## config.mk

```make
export PLATFORM = sky130hd
export DESIGN_NAME = code_loader
export DESIGN_NICKNAME = d
export VERILOG_FILES = /design/src/rtl/code_loader_pkg.sv /design/src/rtl/code_loader.sv
export SDC_FILE = /design/constraint.sdc
export NUM_CORES = 1
export LEC_CHECK = 0
export CAP_MARGIN = 0
export CORE_ASPECT_RATIO = 1.1
export CORE_UTILIZATION = 58
export DETAILED_ROUTE_END_ITERATION = 10
export PLACE_DENSITY = 0.94
export SYNTH_ARGS = -nofsm -noshare
export SYNTH_HDL_FRONTEND = slang
export SYNTH_SLANG_ARGS = --single-unit
```

## constraint.sdc

```tcl
create_clock -name clk_clk -period 7.43 [get_ports clk_clk]
set_clock_uncertainty 0.2 [all_clocks]
set_input_delay 1.1145 -clock clk_clk [delete_from_list [all_inputs] [get_ports clk_clk]]
set_output_delay 1.1145 -clock clk_clk [all_outputs]
set_load 0.01 [all_outputs]
```

## src/rtl/code_loader_pkg.sv

```systemverilog
// Shared definitions for the code loader: FSM states, frame marker,
// the code word type and the per-state output decode.
package code_loader_pkg;

    // Default frame start marker.
    localparam logic [7:0] SYNC_BYTE = 8'hA5;

    // Code word as stored in code storage.
    localparam int CODE_W = 12;
    typedef logic [CODE_W-1:0] code_word_t;

    typedef enum logic [3:0] {
        IDLE,
        LEN_LO,
        LEN_HI,
        DATA_LO,
        DATA_HI,
        WRITE,
        START,
        RUN,
        ERROR
    } state_t;

    // Control outputs, all derived from the state the FSM is entering.
    typedef struct packed {
        logic ready;
        logic busy;
        logic active;
        logic error;
        logic pc_reset;
        logic is_write;
    } ctl_t;

    // Output decode for a given state; registered by the FSM so every
    // control output is a flop.
    function automatic ctl_t state_outputs(input state_t s);
        ctl_t c;
        c          = '0;
        c.ready    = (s != WRITE) && (s != START);
        c.busy     = (s == LEN_LO) || (s == LEN_HI) || (s == DATA_LO) ||
                     (s == DATA_HI) || (s == WRITE) || (s == START);
        c.active   = (s == RUN);
        c.error    = (s == ERROR);
        c.pc_reset = (s == START);
        c.is_write = (s == WRITE);
        return c;
    endfunction

    // Low byte supplies bits 7:0, low nibble of the high byte supplies 11:8.
    function automatic code_word_t assemble_word(input logic [7:0] lo, input logic [7:0] hi);
        return {hi[3:0], lo};
    endfunction

endpackage

```

## src/rtl/code_loader.sv

```systemverilog
// Host-side code loader: parses a framed byte stream (sync, 16-bit count,
// little-endian 12-bit words), writes each word to sequential code storage
// lines, then pulses the program-counter reset and holds execution active.
module code_loader #(
    parameter int         DATA_WIDTH = 12,
    parameter int         LINE_WIDTH = 32,
    parameter int         DEPTH      = 256,
    parameter logic [7:0] SYNC_BYTE  = code_loader_pkg::SYNC_BYTE
) (
    input  logic                  clk_clk,
    input  logic                  reset_reset,
    input  logic                  host_in_valid,
    input  logic [7:0]            host_in_data,
    output logic                  host_in_ready,
    input  logic                  load_abort,
    output logic [LINE_WIDTH-1:0] code_storage_write_interface_write_line,
    output logic [DATA_WIDTH-1:0] code_storage_write_interface_write_data,
    output logic                  code_storage_write_interface_is_write,
    output logic                  code_storage_code_control_interface_reset,
    output logic                  code_storage_code_control_interface_active,
    output logic                  busy,
    output logic                  error,
    output logic [15:0]           words_loaded
);
    import code_loader_pkg::*;

    localparam logic [15:0] DEPTH_N = 16'(DEPTH);

    state_t                r_state;
    state_t                w_next;
    ctl_t                  r_ctl;
    logic [7:0]            r_len_lo;
    logic [7:0]            r_data_lo;
    logic [15:0]           r_count;
    logic [15:0]           r_index;
    logic [15:0]           r_words;
    logic [LINE_WIDTH-1:0] r_wr_line;
    logic [DATA_WIDTH-1:0] r_wr_data;

    logic                  w_take;
    logic                  w_sync;
    logic [15:0]           w_len;
    logic                  w_len_bad;
    logic                  w_last;
    logic                  w_frame_start;

    // Abort wins over the handshake: a byte offered alongside abort is dropped.
    assign w_take        = host_in_valid && r_ctl.ready && !load_abort;
    assign w_sync        = w_take && (host_in_data == SYNC_BYTE);
    assign w_len         = {host_in_data, r_len_lo};
    assign w_len_bad     = (w_len == 16'd0) || (w_len > DEPTH_N);
    assign w_last        = (r_index == (r_count - 16'd1));
    assign w_frame_start = w_sync && ((r_state == IDLE) || (r_state == RUN));

    // Next-state decode for the frame parser.
    always_comb begin
        w_next = r_state;
        case (r_state)
            IDLE:    if (w_sync) w_next = LEN_LO;
            LEN_LO:  if (w_take) w_next = LEN_HI;
            LEN_HI:  if (w_take) w_next = w_len_bad ? ERROR : DATA_LO;
            DATA_LO: if (w_take) w_next = DATA_HI;
            DATA_HI: if (w_take) w_next = WRITE;
            WRITE:   w_next = w_last ? START : DATA_LO;
            START:   w_next = RUN;
            RUN:     if (w_sync) w_next = LEN_LO;
            ERROR:   w_next = ERROR;
            default: w_next = IDLE;
        endcase
        if (load_abort) w_next = IDLE;
    end

    // State register with outputs registered from the state being entered.
    always_ff @(posedge clk_clk or posedge reset_reset) begin
        if (reset_reset) begin
            r_state <= IDLE;
            r_ctl   <= state_outputs(IDLE);
        end else begin
            r_state <= w_next;
            r_ctl   <= state_outputs(w_next);
        end
    end

    // Length capture, word assembly, line index and word counter.
    always_ff @(posedge clk_clk or posedge reset_reset) begin
        if (reset_reset) begin
            r_len_lo  <= '0;
            r_data_lo <= '0;
            r_count   <= '0;
            r_index   <= '0;
            r_words   <= '0;
            r_wr_line <= '0;
            r_wr_data <= '0;
        end else if (!load_abort) begin
            if (w_frame_start) r_words <= '0;
            case (r_state)
                LEN_LO: if (w_take) r_len_lo <= host_in_data;
                LEN_HI: begin
                    if (w_take) begin
                        r_count <= w_len;
                        r_index <= '0;
                    end
                end
                DATA_LO: if (w_take) r_data_lo <= host_in_data;
                DATA_HI: begin
                    // Line and data are presented during WRITE and then held.
                    if (w_take) begin
                        r_wr_line <= LINE_WIDTH'(r_index);
                        r_wr_data <= DATA_WIDTH'(assemble_word(r_data_lo, host_in_data));
                    end
                end
                WRITE: begin
                    r_index <= r_index + 16'd1;
                    r_words <= r_words + 16'd1;
                end
                default: ;
            endcase
        end
    end

    assign host_in_ready                              = r_ctl.ready;
    assign busy                                       = r_ctl.busy;
    assign error                                      = r_ctl.error;
    assign code_storage_write_interface_is_write      = r_ctl.is_write;
    assign code_storage_code_control_interface_reset  = r_ctl.pc_reset;
    assign code_storage_code_control_interface_active = r_ctl.active;
    assign code_storage_write_interface_write_line    = r_wr_line;
    assign code_storage_write_interface_write_data    = r_wr_data;
    assign words_loaded                               = r_words;

endmodule

```

Yosys cells after proc, flatten, opt, wreduce, memory -nomap -nowiden

Index checks and enable logic that the tools add are counted.

Word-level logic and storage cells: 77
Bits of input ports: 12
Register bits after elaboration: 102

$lt $le $gt $ge: 1
Eq/ne operators: 21
Bitwise logic cells: 1
$add $sub $neg: 3
Muxes and demuxes: 13
Reduce and logical (&&, ||, !) cells: 24

Operators with widths:

| operator                                                                          | number |
|---|---|
| 16-bit 2-to-1 mux                                                                 | 3 |
| 16-bit by 1-bit adder with 16-bit output (second input constant)                  | 2 |
| 4-bit by 3-bit equality test with 1-bit output (second input constant)            | 8 |
| 16-bit one-hot mux with 2 select lines                                            | 1 |
| 4-bit one-hot mux with 8 select lines                                             | 1 |
| 4-bit 2-to-1 mux                                                                  | 7 |
| 16-bit equality test                                                              | 1 |
| 4-bit by 2-bit equality test with 1-bit output (second input constant)            | 4 |
| 16-bit by 9-bit greater-than comparator with 1-bit output (second input constant) | 1 |
| 16-bit logical NOT                                                                | 1 |
| 16-bit by 1-bit subtractor with 16-bit output (second input constant)             | 1 |
| 3-bit AND reduction                                                               | 5 |
| 4-bit by 1-bit equality test with 1-bit output (second input constant)            | 2 |
| 4-bit equality test (second input constant)                                       | 2 |
| 8-bit equality test (second input constant)                                       | 1 |
| 4-bit by 3-bit != test with 1-bit output (second input constant)                  | 2 |
| 1-bit logical OR                                                                  | 7 |
| 1-bit logical AND                                                                 | 5 |
| 4-bit logical NOT                                                                 | 1 |
| 2-bit nonzero test                                                                | 2 |
| 3-bit 2-to-1 mux                                                                  | 1 |
| 2-bit != test (second input constant)                                             | 1 |
| 2-bit AND reduction                                                               | 1 |
| 2-bit OR reduction                                                                | 1 |
| 2 further kinds                                                                   | 2 |

Longest topological paths before layout

Gate-level depths: netlist (run 1).

Word-level depth: 12
Gate-level depth with buffers: 10
Depth with buffers taken out: 9

Least setup slack after synthesis (run 1)

No wires, ideal clock.

Kind: input port to flip-flop
Start point: input port host_in_data[1]
End point: register r_words[10] (netlist: words_loaded[10])
Setup slack: 4.321 ns
Arrival time: 2.831 ns
Stages: 5
Path buffers: 0
Cell sequence: or4_1 > a2111oi_2 > o2111ai_2 > or3_1 > a21oi_1

Longest elaborated chain between the ends: 5

Ends and longest elaborated chain:

| what                                 | line               | source |
|---|---|---|
| start, declared                      | code_loader.sv:13  | `input logic [7:0] host_in_data,` |
| 8-bit equality test                  | code_loader.sv:49  | `assign w_sync = w_take && (host_in_data == SYNC_BYTE);` |
| 1-bit logical AND                    | code_loader.sv:49  |  |
| 1-bit logical AND                    | code_loader.sv:53  | `assign w_frame_start = w_sync && ((r_state == IDLE) \|\| (r_state == RUN));` |
| 2-bit nonzero test (no source line)  | -                  |  |
| 2-bit AND reduction (no source line) | -                  |  |
| end signal, assigned                 | code_loader.sv:114 | `r_words <= r_words + 16'd1;` |
| end, declared                        | code_loader.sv:36  | `logic [15:0] r_words;` |

No other way between the ends.
A chain may end at the register's enable or synchronous reset.

Worst setup path in the final report (run 1)

Start point: input port host_in_data[1]
End point: register r_words[13] (netlist: words_loaded[13])

Same word-level chain as after synthesis.

==> key figures, run 1 <==
Status
  – Status: finished, final reports clean

Setup path
  – Crit-path max cell delay: 0.68 ns
  – Worst path slowest cell: or4_1
  – Cells on worst reg2reg path: 9
  – Critical Path End: words_loaded[13]$_DFFE_PP0P_
  – Critical Path RT: 7.47 ns
  – FF-to-FF setup slack: 4.27 ns
  – Worst setup startpoint: host_in_data[1]
  – Crit path cell chain: clkdlybuf4s50_1, or4_1, a2111oi_2, o21ai_1, nor3_2, nand3_1, xor2_1, nor2_1
  – CP endpoint kind: register
  – CP Max Fanout: 5
  – CP Depth: 8
  – Crit Reg-Reg Startpoint: r_count[0]$_DFFE_PP0P_
  – CP top delay family: simple AND/OR/NAND/NOR gates
  – Crit path launch type: input pin
  – WP data arrival: 3.68 ns
  – Crit Reg-Reg Endpoint: r_state[0]$_DFF_PP0_
  – Critical path type: in -> reg
  – Buf/Inv on CP: 1

GRT
  – Met3 usage: 4.242%
  – Met1 Use GR: 33.30%
  – Vias in the first global route: 3948
  – M2 GR Usage: 44.25%
  – GR peak layer: met2
  – Largest net degree at the start of global routing: 57
  – Global-route wire length before repair: 18830 um
  – Total GRT Usage: 26.05%
  – GR Overflow Total: 0
  – Initial antenna violation count: 0

Timing
  – Setup Viol. Count Final: 0
  – Pins Over Slew Limit: 0
  – Tcrit/Tclk final: 48.94%
  – Fin crit period: 3.636 ns
  – Actual slew at the worst max-slew pin: 0.8517 ns
  – Hold Fails Final Rpt: 0
  – Setup TNS: 0 ns
  – RSZ-0062 raised after global routing: false
  – Rel. slew slack: 43.01%
  – Maximum achievable frequency: 275.0 MHz

Drt
  – Detailed Route Iter0 Violations: 298
  – Via density: 5.766
  – Post-DRT Antenna Nets: 0
  – Drt pass-1 iters: 5
  – Total vias in the final route: 3921
  – WL final: 11050 um
  – WL/cell: 16.25 um
  – Detailed-route DRC error count: 0

Pwr
  – Power per cell area: 158.6 mW/mm^2
  – Peak VDD IR: 0.1496 mV
  – Leakage: 2.752 nW

Cells and area
  – Number of fill cells in the layout: 610
  – Fin cells: 680
  – Share of layout cells above drive strength 1: 11.60%
  – Storage cell area: 0.002554 mm^2
  – Layout Nets: 579
  – Area grow syn2layout: 16.02%
  – Multi-input logic area: 0.002357 mm^2
  – ANT cells: 0

Place
  – Dpl cells: 664
  – Port Buf Inserts: 61
  – Gpl congestion: 0.8616
  – HPWL after DPL: 7817 um

Yosys
  – Synth unique cells: 64
  – Post-synthesis async set-or-reset flop share: 100.0%
  – Seq/Total Area, Yosys: 49.99%
  – Primary FF master, synth: dfrtp_1
  – Ys Warns: 0
  – Yosys top cell area share: 49.47%
  – Cell with the most instances after synthesis: dfrtp_1
  – Main area contributors after synthesis: dfrtp_1 (49%), mux2_2 (7.1%), nand2_1 (6.4%)
  – Avg Inst Size Synth: 10.06 um^2
  – Post-synth top cells: dfrtp_1 (101), nand2_1 (87), nor2_1 (49)
  – Syn Inst Count: 508
  – Number of flops mapped to enable cells by yosys: 0
  – Flops & latches, synth: 102
  – Yosys top cell by area: dfrtp_1
  – Synth Cell Area: 0.005109 mm^2

Die
  – Row cnt: 35
  – Die height: 100.4 um
  – I/O Pins: 78
  – Die width: 91.49 um
  – Starting Density: 60.44%
  – CORE AREA: 0.008452 mm^2
  – Full die area: 0.009188 mm^2

Clock network
  – Clk Latency, worst-skew pair: 0.37 ns
  – Post_cts resized: 0
  – Clk root buf: clkbuf_8
  – Worst-path clk slew: 0.10 ns
  – CTS Buf Count: 9
  – CTS tree: yes
  – # clock sinks: 102
  – CTS H-tree depth: 3
  – # hold bufs at CTS: 0
  – Post-CTS setup repair buffer count: 0
  – Clock tree buffer depth: 2

Worst hold path
  – Worst hold path class: reg -> reg

Flow run
  – Max Cap Violations: 0
## cells in the final DEF, fill, tap and decap left out, drive strengths merged, types with 5 or more instances in the layout
cell type,Yosys,routed
and2,5,5
nand4,9,9
conb,1,16
clkbuf,15,9
or3,6,6
nor2,49,49
nand3b,5,5
mux2,38,38
and3,6,6
dfrtp,101,101
nor3,9,9
a21oi,15,15
o21ai,18,18
nand3,19,19
inv,12,16
nor4,7,7
clkdlybuf4s50,0,61
nand2,87,87
xnor2,17,17
xor2,24,24
## power by group
group	total (mW)	internal (mW)	leakage, nW	switching, mW
combinational	0.0402	0.0133	1.26	0.0269
sequential	0.562	0.558	1.39	0.00372
clock	0.338	0.130	0.0943	0.208
## kinds of logic (layout without fill, tap and decap cells)
logic type	Yosys count	in the layout	synth area share (%)
AND/OR/NAND/NOR	221	221	21.72
flip-flops	102	102	49.99
AO/OA/AOI/OAI	54	54	6.907
buffers and inverters	47	93	4.972
XOR/XNOR	41	41	7.029
multiplexers	39	39	8.572
adder cells (fa/ha/maj)	3	3	0.7348
other	1	16	0.07340
## sequential cells by signal, summed over array words and instances (netlist names), 4 cells and up
name / cells
r_index: 16
r_state: 4
code_storage_write_interface_write_line: 16
r_count: 16
words_loaded: 16
code_storage_write_interface_write_data: 12
r_data_lo: 8
r_len_lo: 8
## per-layer routing
metal / vias to the layer above / part of all wire [%] / routed length [um]
li1: 1815 / - / -
met1: 1932 / 41 / 4515
met2: 150 / 51 / 5679
met3: 24 / 4.8 / 529
met4: 0 / 2.9 / 322
met5: - / 0 / 0
## per-stage QoR
stage                     total power, mW  util (%)  hold slack (ns)  worst slack (ns)  cell area, um^2
after detailed placement           0.6127     67.89           0.2659             3.490             5738
final                              0.9401     70.13           0.2853             3.794             5927
after global routing               0.9686     70.13           0.3136             3.585             5927
after CTS                          0.9440     70.13           0.2922             3.845             5927
after global placement             0.6108     67.89           0.2554             3.614             5738
after floorplan                    0.6011         -           0.2331             3.442             5165
## worst min-delay path by stage
stage                                                                       from                                                      to  depth (start not counted)  slack (ns)
after floorplan                                         r_data_lo[0]$_DFFE_PP0P_  code_storage_write_interface_write_data[0]$_DFFE_PP0P_                          2        0.23
after global placement                                  r_data_lo[0]$_DFFE_PP0P_  code_storage_write_interface_write_data[0]$_DFFE_PP0P_                          2        0.26
after detailed placement  code_storage_write_interface_write_data[2]$_DFFE_PP0P_  code_storage_write_interface_write_data[2]$_DFFE_PP0P_                          2        0.27
after CTS                 code_storage_write_interface_write_data[2]$_DFFE_PP0P_  code_storage_write_interface_write_data[2]$_DFFE_PP0P_                          2        0.29
after global routing      code_storage_write_interface_write_line[7]$_DFFE_PP0P_  code_storage_write_interface_write_line[7]$_DFFE_PP0P_                          2        0.31
final                     code_storage_write_interface_write_line[7]$_DFFE_PP0P_  code_storage_write_interface_write_line[7]$_DFFE_PP0P_                          2        0.29
## final cells by class
cell class                 instances  area share (%)
clock inverter                     7           1.098
sequential                       102           43.09
inverter                          12          0.8022
timing repair buffer              65           10.81
clock buffer                       9           2.090
multi-input combinational        374           39.77
tap                              111           2.343
## tightest hold or removal path, stage by stage, from the launching register on
cell	delay [ns]
dfrtp_1	0.35
nand2_1	0.05
o21ai_0	0.06
No activity file was read; power rests on OpenSTA's default activity.
==> run 2: changes to the inputs <==
--- a/config.mk
+++ b/config.mk
@@ -7,9 +7,9 @@
 export LEC_CHECK = 0
 export CAP_MARGIN = 0
 export CORE_ASPECT_RATIO = 1.1
-export CORE_UTILIZATION = 58
+export CORE_UTILIZATION = 49
 export DETAILED_ROUTE_END_ITERATION = 10
-export PLACE_DENSITY = 0.94
+export PLACE_DENSITY = 0.85
 export SYNTH_ARGS = -nofsm -noshare
 export SYNTH_HDL_FRONTEND = slang
 export SYNTH_SLANG_ARGS = --single-unit
==> constraint.sdc (replaced) <==
create_clock -name clk_clk -period 2.95 [get_ports clk_clk]
set_clock_uncertainty 0.2 [all_clocks]
set_input_delay 0.4425 -clock clk_clk [delete_from_list [all_inputs] [get_ports clk_clk]]
set_output_delay 0.4425 -clock clk_clk [all_outputs]
set_load 0.01 [all_outputs]
==> key figures, run 2 (synthesis gave the netlist of run 1 again) <==
Status
  – Status: finished, final reports clean

Setup path
  – Critical path type: reg -> reg
  – WP data arrival: 2.83 ns (-0.85 ns)
  – CP endpoint kind: register
  – Worst path slowest cell: dfrtp_1
  – Worst setup startpoint: r_count[0]$_DFFE_PP0P_
  – Crit path cell chain: inv_1, ha_1, nor3b_1, buf_4, nand3_4, or3b_1, a211o_1, a21oi_2, nand4_1, and2_1
  – Crit-path max cell delay: 0.44 ns (-0.24 ns)
  – CP Max Fanout: 5 (unchanged)
  – Crit path launch type: register
  – Crit Reg-Reg Startpoint: r_count[0]$_DFFE_PP0P_
  – Critical Path RT: 3.06 ns (-4.41 ns)

Cells and area
  – ANT cells: 0 (unchanged)
  – Multi-input logic area: 0.002357 mm^2 (unchanged)
  – Final core utilization: 61.38% (-8.7 points)
  – Commonest non-fill, non-tap cell in the layout: dfrtp_1
  – Storage cell area: 0.002554 mm^2 (unchanged)
  – Layout Nets: 601 (+3.8%)
  – Number of fill cells in the layout: 827 (+36%)
  – Commonest non-fill, non-tap cells in the layout: dfrtp_1 (101), nand2_1 (87), clkdlybuf4s50_1 (61), nor2_1 (49), mux2_2 (32)
  – Area grow syn2layout: 19.96%
  – Share of layout cells above drive strength 1: 14.55% (+3.0 points)

Place
  – HPWL after DPL: 8123 um (+3.9%)
  – Port Buf Inserts: 61 (unchanged)
  – Gpl congestion: 0.8350 (-3.1%)

Timing
  – Actual slew at the worst max-slew pin: 0.5147 ns (-0.3369 ns)
  – Rel. slew slack: 65.65% (+23 points)
  – Hold Fails Final Rpt: 0 (unchanged)
  – Pins Over Slew Limit: 0 (unchanged)
  – RSZ-0062 raised after global routing: false
  – Tcrit/Tclk final: 92.21%
  – Setup Viol. Count Final: 0 (unchanged)
  – Fin crit period: 2.720 ns
  – Maximum achievable frequency: 367.6 MHz

Clock network
  – Clk root buf: clkbuf_8
  – Clock tree buffer depth: 2 (unchanged)
  – CTS tree: yes
  – Worst-path clk slew: 0.10 ns (about the same)
  – CTS H-tree depth: 3 (unchanged)
  – # clock sinks: 102 (unchanged)
  – CTS Buf Count: 9 (unchanged)
  – Post-CTS setup repair buffer count: 0 (unchanged)
  – Clk Latency, worst-skew pair: 0.37 ns (about the same)
  – Post_cts resized: 0 (unchanged)
  – # hold bufs at CTS: 0 (unchanged)

GRT
  – Global-route wire length before repair: 18810 um (-0.11%)
  – Largest net degree at the start of global routing: 43 (-25%)
  – GR Overflow Total: 0 (unchanged)
  – Vias in the first global route: 4012 (+1.6%)
  – Total GRT Usage: 22.25% (-3.8 points)
  – Initial antenna violation count: 0 (unchanged)

Die
  – Row cnt: 38 (+8.6%)
  – I/O Pins: 78 (unchanged)
  – Starting Density: 51.17% (-9.3 points)
  – Die width: 99.36 um (+8.6%)
  – Full die area: 0.01084 mm^2 (+18%)
  – Die height: 109.1 um (+8.6%)
  – CORE AREA: 0.009985 mm^2 (+18%)

Pwr
  – Net Sw Power: 0.5581 mW (+130%)
  – Sequential Power Share: 58.2% (-1.6 points)
  – Clock network power share: 37.0% (+1.0 points)
  – Gate power share: 4.8% (+0.5 points)
  – Design Power: 2.430 mW (+160%)
  – Power per cell area: 396.5 mW/mm^2 (+150%)
  – Peak VDD IR: 0.2720 mV (+82%)
  – Leakage: 2.863 nW (+4.0%)
  – Int Pwr: 1.872 mW (+170%)
  – Sw frac: 22.97% (-2.4 points)

Drt
  – Total vias in the final route: 3984 (+1.6%)
  – WL final: 11030 um (-0.17%)
  – Drt pass-1 iters: 5 (unchanged)
  – Via density: 5.603 (-2.8%)
  – Detailed Route Iter0 Violations: 270 (-9.4%)
  – Detailed-route DRC error count: 0 (unchanged)
  – Post-DRT Antenna Nets: 0 (unchanged)
  – WL/cell: 15.51 um (-4.5%)

Worst hold path
  – Worst hold path class: in -> async

Flow run
  – Max Cap Violations: 0 (unchanged)
[run 2: cell types whose count changed in the layout (fill, tap and decap cells not counted), sizes merged]
cell / change
bufinv: +1
buf: +22
clkbuf: +3
clkinv: -1
clkinvlp: +1
inv: -4
[run 2: stage by stage]
| step | hold WS (ns) | cell area (um^2) | setup slack (ns) | instances | TNS, ns |
|---|---|---|---|---|---|
| detailed placement | 0.2772 | 5928 | -0.09861 | 695 | -0.5849 |
| floorplan | 0.2331 | 5169 | 0.2423 | 523 | 0 |
| CTS | 0.1142 | 6128 | 0.2324 | 711 | 0 |
| finish | 0.1135 | 6128 | 0.2299 | 711 | 0 |
| global route | 0.1305 | 6128 | 0.06625 | 711 | 0 |
| global placement | 0.2557 | 5928 | -0.05432 | 695 | -0.2445 |
[run 2: final cells by class]
type	count	area share, %
Multi-Input combinational cell	374	38.46
Timing Repair Buffer	87	13.35
Clock buffer	12	2.368
Sequential cell	102	41.67
Inverter	12	0.7962
Tap cell	120	2.450
Clock inverter	4	0.8983
[run 2: worst max-delay path, delay by kind of cell (launching register included)]
kind                       cells  cell delay [ns]
buffers and inverters          2             0.28
adders and majority gates      1             0.16
and+or+nand+nor                5             1.05
DFF                            1             0.44
AOI/OAI and AO/OA              2             0.55
[run 2: final timing paths]
path | end | slack (ns) | cells after the start
max in group asynchronous | host_in_ready$_DFF_PP1_ | 1.82 | 3
worst min-delay path | code_storage_write_interface_write_line[5]$_DFFE_PP0P_ | 0.11 | 2
min in group clk_clk | code_storage_write_interface_write_data[2]$_DFFE_PP0P_ | 0.30 | 2
worst min register to register | code_storage_write_interface_write_data[2]$_DFFE_PP0P_ | 0.30 | 2
worst max-delay path | host_in_ready$_DFF_PP1_ | 0.23 | 10
worst max register to register | host_in_ready$_DFF_PP1_ | 0.23 | 10
[run 2: power by group through the flow]
stage / registers (mW) / logic [mW] / clock network [mW]
2_1_floorplan: 1.44 / 0.0739 / 0
3_5_place_dp: 1.44 / 0.117 / 0
3_3_place_gp: 1.44 / 0.114 / 0
5_1_grt: 1.42 / 0.131 / 0.977
4_1_cts: 1.41 / 0.118 / 0.922
6_report: 1.41 / 0.117 / 0.899
[run 2: layer usage]
metal  share of wire, %  GRT usage, %
met2                 50         38.00
met5                  0             0
met1                 42         26.94
met3                4.9         4.423
met4                2.8         11.24
==> run 3: changes to the inputs <==
--- a/config.mk
+++ b/config.mk
@@ -7,6 +7,7 @@
 export LEC_CHECK = 0
 export CAP_MARGIN = 0
 export CORE_ASPECT_RATIO = 1.1
+export CORE_MARGIN = 8
 export CORE_UTILIZATION = 49
 export DETAILED_ROUTE_END_ITERATION = 10
 export PLACE_DENSITY = 0.85
==> key figures, run 3 (synthesis gave the netlist of run 1 again) <==
Timing
  – Setup Viol. Count Final: 0 (unchanged)
  – Actual slew at the worst max-slew pin: 0.5343 ns (+0.01957 ns)
  – Pins Over Slew Limit: 0 (unchanged)
  – Tcrit/Tclk final: 94.87% (+2.7 points)
  – Rel. slew slack: 64.05% (-1.6 points)
  – Hold Fails Final Rpt: 0 (unchanged)
  – Fin crit period: 2.799 ns (+0.07864 ns)
  – RSZ-0062 raised after global routing: false
  – Maximum achievable frequency: 357.3 MHz (-2.8%)

Clock network
  – Clock tree buffer depth: 2 (unchanged)
  – CTS tree: yes
  – Post-CTS setup repair buffer count: 0 (unchanged)
  – # clock sinks: 102 (unchanged)
  – CTS Buf Count: 9 (unchanged)
  – Clk root buf: clkbuf_16
  – # hold bufs at CTS: 0 (unchanged)
  – CTS H-tree depth: 3 (unchanged)
  – Worst-path clk slew: 0.07 ns (-0.03 ns)
  – Clk Latency, worst-skew pair: 0.35 ns (-0.02 ns)
  – Post_cts resized: 0 (unchanged)

GRT
  – Total GRT Usage: 17.37% (-4.9 points)
  – Vias in the first global route: 4103 (+2.3%)
  – GR Overflow Total: 0 (unchanged)
  – Largest net degree at the start of global routing: 103 (+140%)
  – Initial antenna violation count: 0 (unchanged)
  – Global-route wire length before repair: 19930 um (+5.9%)

Drt
  – Top Metal Used: met4
  – Post-DRT Antenna Nets: 0 (unchanged)
  – Total vias in the final route: 3897 (-2.2%)
  – Detailed-route DRC error count: 0 (unchanged)
  – Via density: 5.317 (-5.1%)
  – WL final: 11510 um (+4.4%)
  – Met2 routed WL: 5779 um (+5.1%)
  – WL/cell: 15.70 um (+1.2%)
  – Wl on met1: 4823 um (+3.0%)
  – DR WL met3: 605 um (+13%)
  – Drt pass-1 iters: 4 (-1)
  – Detailed Route Iter0 Violations: 198 (-27%)

Setup path
  – Crit Reg-Reg Startpoint: r_count[0]$_DFFE_PP0P_
  – Crit Reg-Reg Endpoint: r_state[0]$_DFF_PP0_
  – Cells on worst reg2reg path: 10 (unchanged)
  – Critical Path End: r_state[0]$_DFF_PP0_
  – Crit-path max cell delay: 0.44 ns (about the same)
  – Crit path launch type: register
  – Buf/Inv on CP: 2 (unchanged)
  – CP top delay family: simple AND/OR/NAND/NOR gates
  – CP endpoint kind: register
  – Worst setup startpoint: r_count[0]$_DFFE_PP0P_
  – Crit path cell chain: inv_1, ha_1, nor3b_1, buf_4, nand3_4, or3b_1, a211o_1, a21oi_2, nand4_1, and3_1
  – Critical path type: reg -> reg
  – Critical Path RT: 2.98 ns (-0.08 ns)
  – CP Depth: 10 (unchanged)
  – FF-to-FF setup slack: 0.15 ns (-0.08 ns)
  – Worst path slowest cell: dfrtp_1
  – CP Max Fanout: 5 (unchanged)
  – WP data arrival: 2.83 ns (about the same)

Cells and area
  – Commonest non-fill, non-tap cell in the layout: dfrtp_1
  – Commonest non-fill, non-tap cells in the layout: dfrtp_1 (101), nand2_1 (87), clkdlybuf4s50_1 (61), nor2_1 (49), mux2_2 (32)
  – ANT cells: 0 (unchanged)
  – Layout Nets: 600 (-0.17%)
  – Final core utilization: 60.61% (-0.76 points)
  – Share of layout cells above drive strength 1: 14.75% (+0.19 points)
  – Area grow syn2layout: 22.17%

Pwr
  – Leakage: 2.898 nW (+1.2%)
  – Peak VDD IR: 0.3178 mV (+17%)
  – Power per cell area: 430.6 mW/mm^2 (+8.6%)
  – Design Power: 2.687 mW (+11%)

Die
  – Starting Density: 49.62% (-1.5 points)
  – CORE AREA: 0.01030 mm^2 (+3.1%)
  – I/O Pins: 78 (unchanged)
  – Full die area: 0.01395 mm^2 (+29%)
  – Die height: 123.1 um (+13%)
  – Row cnt: 39 (+2.6%)
  – Die width: 113.4 um (+14%)

Worst hold path
  – Worst hold path class: reg -> reg
  – Hold depth: 2

Flow run
  – Max Cap Violations: 0 (unchanged)

Place
  – Port Buf Inserts: 61 (unchanged)
  – HPWL after DPL: 8331 um (+2.6%)
  – Gpl congestion: 0.8503 (+1.8%)

Status
  – Status: finished, final reports clean
[run 3: changes by cell type in the layout (fill, tap and decap cells not counted), sizes merged]
cell | previous run | this run
buf | 26 | 25
bufinv | 1 | 0
clkbuf | 12 | 9
clkinv | 1 | 2
clkinvlp | 2 | 3
inv | 12 | 14
[run 3: power breakdown]
part / switching (mW) / internal (mW) / total [mW]
Sequential: 0.00956 / 1.41 / 1.41
Clock: 0.564 / 0.593 / 1.16
Combinational: 0.0709 / 0.0439 / 0.115
Total: 0.645 / 2.04 / 2.69
[run 3: worst min path at each step]
stage	startpoint	to	slack, ns
after floorplan	r_data_lo[0]$_DFFE_PP0P_	code_storage_write_interface_write_data[0]$_DFFE_PP0P_	0.23
after global placement	r_data_lo[2]$_DFFE_PP0P_	code_storage_write_interface_write_data[2]$_DFFE_PP0P_	0.26
after detailed placement	r_data_lo[0]$_DFFE_PP0P_	code_storage_write_interface_write_data[0]$_DFFE_PP0P_	0.26
after CTS	r_data_lo[0]$_DFFE_PP0P_	code_storage_write_interface_write_data[0]$_DFFE_PP0P_	0.28
after global routing	r_data_lo[2]$_DFFE_PP0P_	code_storage_write_interface_write_data[2]$_DFFE_PP0P_	0.30
final	r_data_lo[0]$_DFFE_PP0P_	code_storage_write_interface_write_data[0]$_DFFE_PP0P_	0.28
[run 3: worst reg2reg max path, stage by stage (launching register included)]
cell and delay (ns):
dfrtp_1 0.44, inv_1 0.10, ha_1 0.20, nor3b_1 0.24
buf_4 0.18, nand3_4 0.09, or3b_1 0.39, a211o_1 0.32
a21oi_2 0.24, nand4_1 0.12, and3_1 0.18
[run 3: final cells by class]
class,count,area (um^2)
clock inverters,7,66.31
clock buffers,9,225.2
well taps,143,178.9
flip-flops and latches,102,2554
repair buffers,86,810.8
fillers,838,4055
multi-input cells,374,2357
inverters,12,48.80
[run 3: layer usage]
layer	up-vias	track usage (%)
li1	1863	-
met2	107	30.12
met4	0	7.917
met3	23	3.615
met1	1904	20.51
met5	-	0
[run 3: per-stage QoR]
step / area, um^2 / cells / setup slack, ns / hold slack (ns) / setup TNS [ns]
after floorplan: 5169 / 523 / 0.2423 / 0.2331 / 0
after CTS: 6241 / 733 / 0.1504 / 0.2819 / 0
after global placement: 5949 / 717 / -0.06355 / 0.2574 / -0.1974
after global routing: 6241 / 733 / 0.01728 / 0.3033 / 0
final: 6241 / 733 / 0.1513 / 0.2800 / 0
after detailed placement: 5949 / 717 / -0.1432 / 0.2637 / -0.7938
